`src/rtl/uart_cmd_exec.sv`:
```
// Command executor between the packet UART receiver and sender: validates a
// 16-byte command frame, updates or queries the segment display, and replies.
module uart_cmd_exec #(
    parameter logic [23:0] SEG_INIT = 24'hfecda9,
    parameter logic [7:0]  HDR_RX   = 8'hA5,
    parameter logic [7:0]  HDR_TX   = 8'h5A
) (
    input  logic         sys_clk,
    input  logic         sys_rst_n,
    input  logic         recv_done,
    input  logic [127:0] recv_data,
    input  logic         tx_busy,
    output logic         send_en,
    output logic [127:0] send_data,
    output logic [23:0]  seg_data,
    output logic         seg_en,
    output logic         busy,
    output logic [7:0]   drop_cnt
);

    localparam logic [2:0] S_IDLE = 3'd0;
    localparam logic [2:0] S_SUM  = 3'd1;
    localparam logic [2:0] S_EXEC = 3'd2;
    localparam logic [2:0] S_RSUM = 3'd3;
    localparam logic [2:0] S_TX   = 3'd4;

    localparam logic [3:0] LAST_BYTE = 4'd14;

    logic [2:0]   r_state,     w_state_nxt;
    logic [127:0] r_frame,     w_frame_nxt;
    logic [7:0]   r_sum,       w_sum_nxt;
    logic [3:0]   r_cnt,       w_cnt_nxt;
    logic         r_send_en,   w_send_en_nxt;
    logic [127:0] r_send_data, w_send_data_nxt;
    logic [23:0]  r_seg_data,  w_seg_data_nxt;
    logic         r_seg_en,    w_seg_en_nxt;
    logic         r_busy,      w_busy_nxt;
    logic [7:0]   r_drop_cnt,  w_drop_cnt_nxt;

    logic [6:0]   w_lo;
    logic [127:0] w_src;
    logic [7:0]   w_byte;
    logic [7:0]   w_sum_add;
    logic [7:0]   w_hdr;
    logic [7:0]   w_cmd;
    logic [7:0]   w_chk;
    logic [7:0]   w_status;
    logic         w_set;
    logic [23:0]  w_seg_new;
    logic         w_en_new;
    logic [127:0] w_reply;

    // Byte r_cnt of either the received frame (SUM) or the reply (RSUM).
    assign w_lo      = 7'd120 - {r_cnt, 3'b000};
    assign w_src     = (r_state == S_RSUM) ? r_send_data : r_frame;
    assign w_byte    = w_src[w_lo +: 8];
    assign w_sum_add = r_sum + w_byte;

    assign w_hdr = r_frame[127:120];
    assign w_cmd = r_frame[119:112];
    assign w_chk = r_frame[7:0];

    always_comb begin
        w_status = 8'h00;
        if (w_hdr != HDR_RX)
            w_status = 8'h03;
        else if (r_sum != w_chk)
            w_status = 8'h01;
        else if (w_cmd != 8'h01 && w_cmd != 8'h02)
            w_status = 8'h02;
    end

    assign w_set     = (w_status == 8'h00) && (w_cmd == 8'h01);
    assign w_seg_new = w_set ? r_frame[111:88] : r_seg_data;
    assign w_en_new  = w_set ? r_frame[80] : r_seg_en;
    assign w_reply   = {HDR_TX, w_cmd, w_status, w_seg_new, 7'b0, w_en_new, 64'b0, 8'h00};

    always_comb begin
        w_state_nxt     = r_state;
        w_frame_nxt     = r_frame;
        w_sum_nxt       = r_sum;
        w_cnt_nxt       = r_cnt;
        w_send_en_nxt   = 1'b0;
        w_send_data_nxt = r_send_data;
        w_seg_data_nxt  = r_seg_data;
        w_seg_en_nxt    = r_seg_en;
        w_drop_cnt_nxt  = r_drop_cnt;

        if (recv_done && r_state != S_IDLE && r_drop_cnt != 8'hFF)
            w_drop_cnt_nxt = r_drop_cnt + 8'd1;

        case (r_state)
            S_IDLE: begin
                if (recv_done) begin
                    w_frame_nxt = recv_data;
                    w_sum_nxt   = 8'h00;
                    w_cnt_nxt   = 4'd0;
                    w_state_nxt = S_SUM;
                end
            end
            S_SUM: begin
                w_sum_nxt = w_sum_add;
                w_cnt_nxt = r_cnt + 4'd1;
                if (r_cnt == LAST_BYTE)
                    w_state_nxt = S_EXEC;
            end
            S_EXEC: begin
                w_seg_data_nxt  = w_seg_new;
                w_seg_en_nxt    = w_en_new;
                w_send_data_nxt = w_reply;
                w_sum_nxt       = 8'h00;
                w_cnt_nxt       = 4'd0;
                w_state_nxt     = S_RSUM;
            end
            S_RSUM: begin
                w_sum_nxt = w_sum_add;
                w_cnt_nxt = r_cnt + 4'd1;
                if (r_cnt == LAST_BYTE) begin
                    w_send_data_nxt[7:0] = w_sum_add;
                    w_send_en_nxt        = ~tx_busy;
                    w_state_nxt          = S_TX;
                end
            end
            S_TX: begin
                // Pulse already out: done. Otherwise fire once the sender is free.
                if (r_send_en)
                    w_state_nxt = S_IDLE;
                else if (!tx_busy)
                    w_send_en_nxt = 1'b1;
            end
            default: w_state_nxt = S_IDLE;
        endcase

        w_busy_nxt = (w_state_nxt != S_IDLE);
    end

    always_ff @(posedge sys_clk or negedge sys_rst_n) begin
        if (!sys_rst_n) begin
            r_state     <= S_IDLE;
            r_frame     <= '0;
            r_sum       <= 8'h00;
            r_cnt       <= 4'd0;
            r_send_en   <= 1'b0;
            r_send_data <= '0;
            r_seg_data  <= SEG_INIT;
            r_seg_en    <= 1'b1;
            r_busy      <= 1'b0;
            r_drop_cnt  <= 8'h00;
        end else begin
            r_state     <= w_state_nxt;
            r_frame     <= w_frame_nxt;
            r_sum       <= w_sum_nxt;
            r_cnt       <= w_cnt_nxt;
            r_send_en   <= w_send_en_nxt;
            r_send_data <= w_send_data_nxt;
            r_seg_data  <= w_seg_data_nxt;
            r_seg_en    <= w_seg_en_nxt;
            r_busy      <= w_busy_nxt;
            r_drop_cnt  <= w_drop_cnt_nxt;
        end
    end

    assign send_en   = r_send_en;
    assign send_data = r_send_data;
    assign seg_data  = r_seg_data;
    assign seg_en    = r_seg_en;
    assign busy      = r_busy;
    assign drop_cnt  = r_drop_cnt;

endmodule

```
`config.mk`:
```
export PLATFORM = sky130hd
export DESIGN_NAME = uart_cmd_exec
export DESIGN_NICKNAME = d
export VERILOG_FILES = /design/src/rtl/uart_cmd_exec.sv
export SDC_FILE = /design/constraint.sdc
export NUM_CORES = 1
export LEC_CHECK = 0
export CAP_MARGIN = 20
export CORE_MARGIN = 4
export CORE_UTILIZATION = 53
export CTS_CLUSTER_DIAMETER = 150
export DETAILED_ROUTE_END_ITERATION = 10
export HOLD_SLACK_MARGIN = 0.03
export PLACE_DENSITY_LB_ADDON = 0.2
export SLEW_MARGIN = 20
export SYNTH_ARGS = -nofsm -noshare
export SYNTH_HDL_FRONTEND = slang
export SYNTH_SLANG_ARGS = --single-unit
```
`constraint.sdc`:
```
create_clock -name sys_clk -period 5.45 [get_ports sys_clk]
set_input_delay 0.8175 -clock sys_clk [delete_from_list [all_inputs] [get_ports sys_clk]]
set_output_delay 0.8175 -clock sys_clk [all_outputs]
set_load 0.01 [all_outputs]
```
==> results.json <==
{
  "grt_overflow": 0,
  "path_buf_inv": 1,
  "fmax_mhz": 253,
  "crit_path_max_fanout": 29,
  "fin_skew_ns": 0.0202,
  "relSlewSlack_pct": 33.2,
  "post_cts_resized": 0,
  "slew_viol_final": 0,
  "fp.dieH_um": 152,
  "min_period_over_period_pct": 72.6,
  "dieArea_mm2": 0.0231,
  "syn_area_per_cell_um2": 12.5,
  "clk_pin_slew_ns": 0.06,
  "ir_drop_v": 0.000275,
  "hold_viol": 0,
  "critPathKind": "flip-flop to flip-flop",
  "mostFrequentLayoutCell": "clkdlybuf4s50_1",
  "area_growth_pct": 24.8,
  "whs_ns": 0.376,
  "route.detailed.drc": 0,
  "rsz0062_at_grt": "false",
  "io_pins": 295,
  "dpl.cell_count": 1312,
  "synth_seq_area_share_pct": 48.8,
  "ys_types": 65,
  "slowest_delay_ns": 0.73,
  "cts_tree": "yes",
  "cts.sink_count": 214,
  "tns_ns": 0,
  "path_cells": "inv_1, mux4_2, mux4_2, nor2_1, a21oi_1, ha_1, a21oi_1, nand2_1, o21ai_2, a221oi_1, a211oi_1, o32ai_2",
  "fin_crit_ns": 3.95,
  "synth_area_mm2": 0.0110,
  "final_cell_mix": "clkdlybuf4s50_1, dfrtp_1, mux2_1",
  "die_w_um": 152,
  "place.detailed.hpwl_um": 20300,
  "end_kind": "flip-flop",
  "ys.flop_type": "dfrtp_1",
  "gp_congestion": 0.854,
  "routed_wl_um": 27800,
  "vias": 7321,
  "maxCapViolCount": 0,
  "start_kind": "flip-flop",
  "grt_pass1_vias": 7726,
  "cts_setup_buffers": 0,
  "holdBufCountCts": 0,
  "cp_top_family": "multiplexers",
  "wl_per_cell_um": 20.6,
  "cts_buffers": 23,
  "initial_core_util_pct": 54.1,
  "first_pass_iters": 5,
  "grt_max_degree": 124,
  "cellLeakagePower_uw": 0.00603,
  "power_uw": 7680,
  "run_status": "finished, final reports clean",
  "cp.required_ns": 5.83,
  "clockBufferDepth": 3,
  "grt_pass1_wl_um": 44100,
  "antenna_found_initial": 1,
  "cpMaxStageDelayCell": "dfrtp_2",
  "drtIter0Drc": 408,
  "synth-seq-cells": 214,
  "setup_viol_count_final": 0,
  "synth_warnings": 0,
  "grt.total_usage_pct": 23.7,
  "powerDensity_mw_per_mm2": 559,
  "tightest_slew_ns": 0.989,
  "cp.arrival_ns": 4.34,
  "vias_per_cell": 5.41,
  "fin_nets": 1210,
  "diodes": 0,
  "core_area_mm2": 0.0204,
  "rows": 52,
  "syn_inst": 882,
  "clkLatencyLatePin_ns": 0.53,
  "drive_gt1_share_pct": 10.2,
  "cts_root_buf": "clkbuf_16",
  "synth-async-reset-ratio_pct": 100,
  "hold_class": "primary input to async pin",
  "ant_nets": 0,
  "portBuffers": 213,
  "synth_edf_count": 0,
  "htreeDepth": 1,
  "fin_cells": 1354
}
==> final cells by class <==
cell class / count / area (µm²)
sequential: 214 / 5380
fill: 1502 / 6630
tap: 270 / 338
timing repair buffer: 222 / 2220
clock buffer: 30 / 632
inverter: 11 / 41.3
multi-input combinational: 595 / 4950
clock inverter: 12 / 179
==> worst register-to-register path, stage by stage (launching register included) <==
cell and delay, ns:
dfrtp_2 0.73, inv_1 0.39, mux4_2 0.52, mux4_2 0.52
nor2_1 0.11, a21oi_1 0.06, ha_1 0.38, a21oi_1 0.15
nand2_1 0.12, o21ai_2 0.23, a221oi_1 0.13, a211oi_1 0.34
o32ai_2 0.13
==> metrics by stage <==
step / worst slack [ns] / instance area [µm²] / util (%)
global route: 1.14 / 13700 / 67.5
CTS: 1.50 / 13700 / 67.5
detailed placement: 1.55 / 12900 / 63.5
finish: 1.50 / 13700 / 67.5
floorplan: 2.14 / 11300 / -
global placement: 1.65 / 12900 / 63.5
==> synthesized netlist by cell type (all sizes together) (2+ instances only) <==
cell / count / share of area (%)
nor4bb: 2 / 0.18
mux2: 164 / 17
nor3: 7 / 0.32
a31oi: 5 / 0.28
nand4: 4 / 0.23
a211oi: 4 / 0.27
ha: 10 / 1.1
o31ai: 4 / 0.27
xor2: 5 / 0.40
a2111oi: 3 / 0.24
and2: 3 / 0.17
a21oi: 32 / 1.5
clkbuf: 16 / 0.55
and3b: 2 / 0.16
nand3: 15 / 0.73
buf: 126 / 8.1
nor4: 2 / 0.11
a22o: 3 / 0.24
nor2: 24 / 0.99
o21ai: 34 / 1.6
xnor2: 16 / 1.3
a21boi: 2 / 0.14
mux2i: 28 / 2.5
mux4: 34 / 7.0
nand2b: 3 / 0.17
a221oi: 4 / 0.32
a21o: 5 / 0.34
dfstp: 17 / 4.1
and3: 4 / 0.23
nand2: 69 / 2.4
dfrtp: 197 / 45
nor2b: 5 / 0.28
o22ai: 2 / 0.11
inv: 11 / 0.37
==> state kept, by name, indices dropped and copies added, names as in the netlist <==
signal     cells
seg_data      24
drop_cnt       8
send_en        1
r_cnt          4
send_data     36
r_frame      128
r_state        3
busy           1
seg_en         1
r_sum          8
==> final timing paths <==
path | start | to | slack (ns) | cells after the start
min reg2reg | r_frame[12]$_DFFE_PN0P_ | r_frame[12]$_DFFE_PN0P_ | 0.48 | 1
max reg2reg | r_cnt[0]$_DFFE_PN0P_ | r_sum[7]$_DFFE_PN0P_ | 1.50 | 12
min | sys_rst_n | r_frame[92]$_DFFE_PN0P_ | 0.38 | 1
max | r_cnt[0]$_DFFE_PN0P_ | r_sum[7]$_DFFE_PN0P_ | 1.50 | 12
min in group sys_clk | r_frame[12]$_DFFE_PN0P_ | r_frame[12]$_DFFE_PN0P_ | 0.48 | 1
max in group asynchronous | sys_rst_n | r_frame[44]$_DFFE_PN0P_ | 3.88 | 2
==> cells by family after synthesis <==
kind of cell	Yosys count	share of synthesized area [%]
AO/OA/AOI/OAI	108	6.24
XOR/XNOR	21	1.67
adder cells (fa/ha/maj)	11	1.32
buffers and inverters	153	8.98
flip-flops	214	48.8
multiplexers	226	26.3
other	1	0.0341
AND/OR/NAND/NOR	148	6.60
==> where the power goes <==
part           total (µW)  internal, µW  leakage [µW]  switching (µW)
Sequential           2830          2220       0.00261             605
Combinational        3190          1640       0.00302            1550
Clock                1670          1010      0.000404             652
==> per-layer routing <==
layer  up-vias  track usage (%)  wire length (µm)
met5         -                0                19
li1       3362                -                 -
met4         2             6.12               718
met3        40             4.09              1440
met1      3676             32.2             12000
met2       241             40.0             13600
Note: power is estimated with default switching activity, not from simulation.
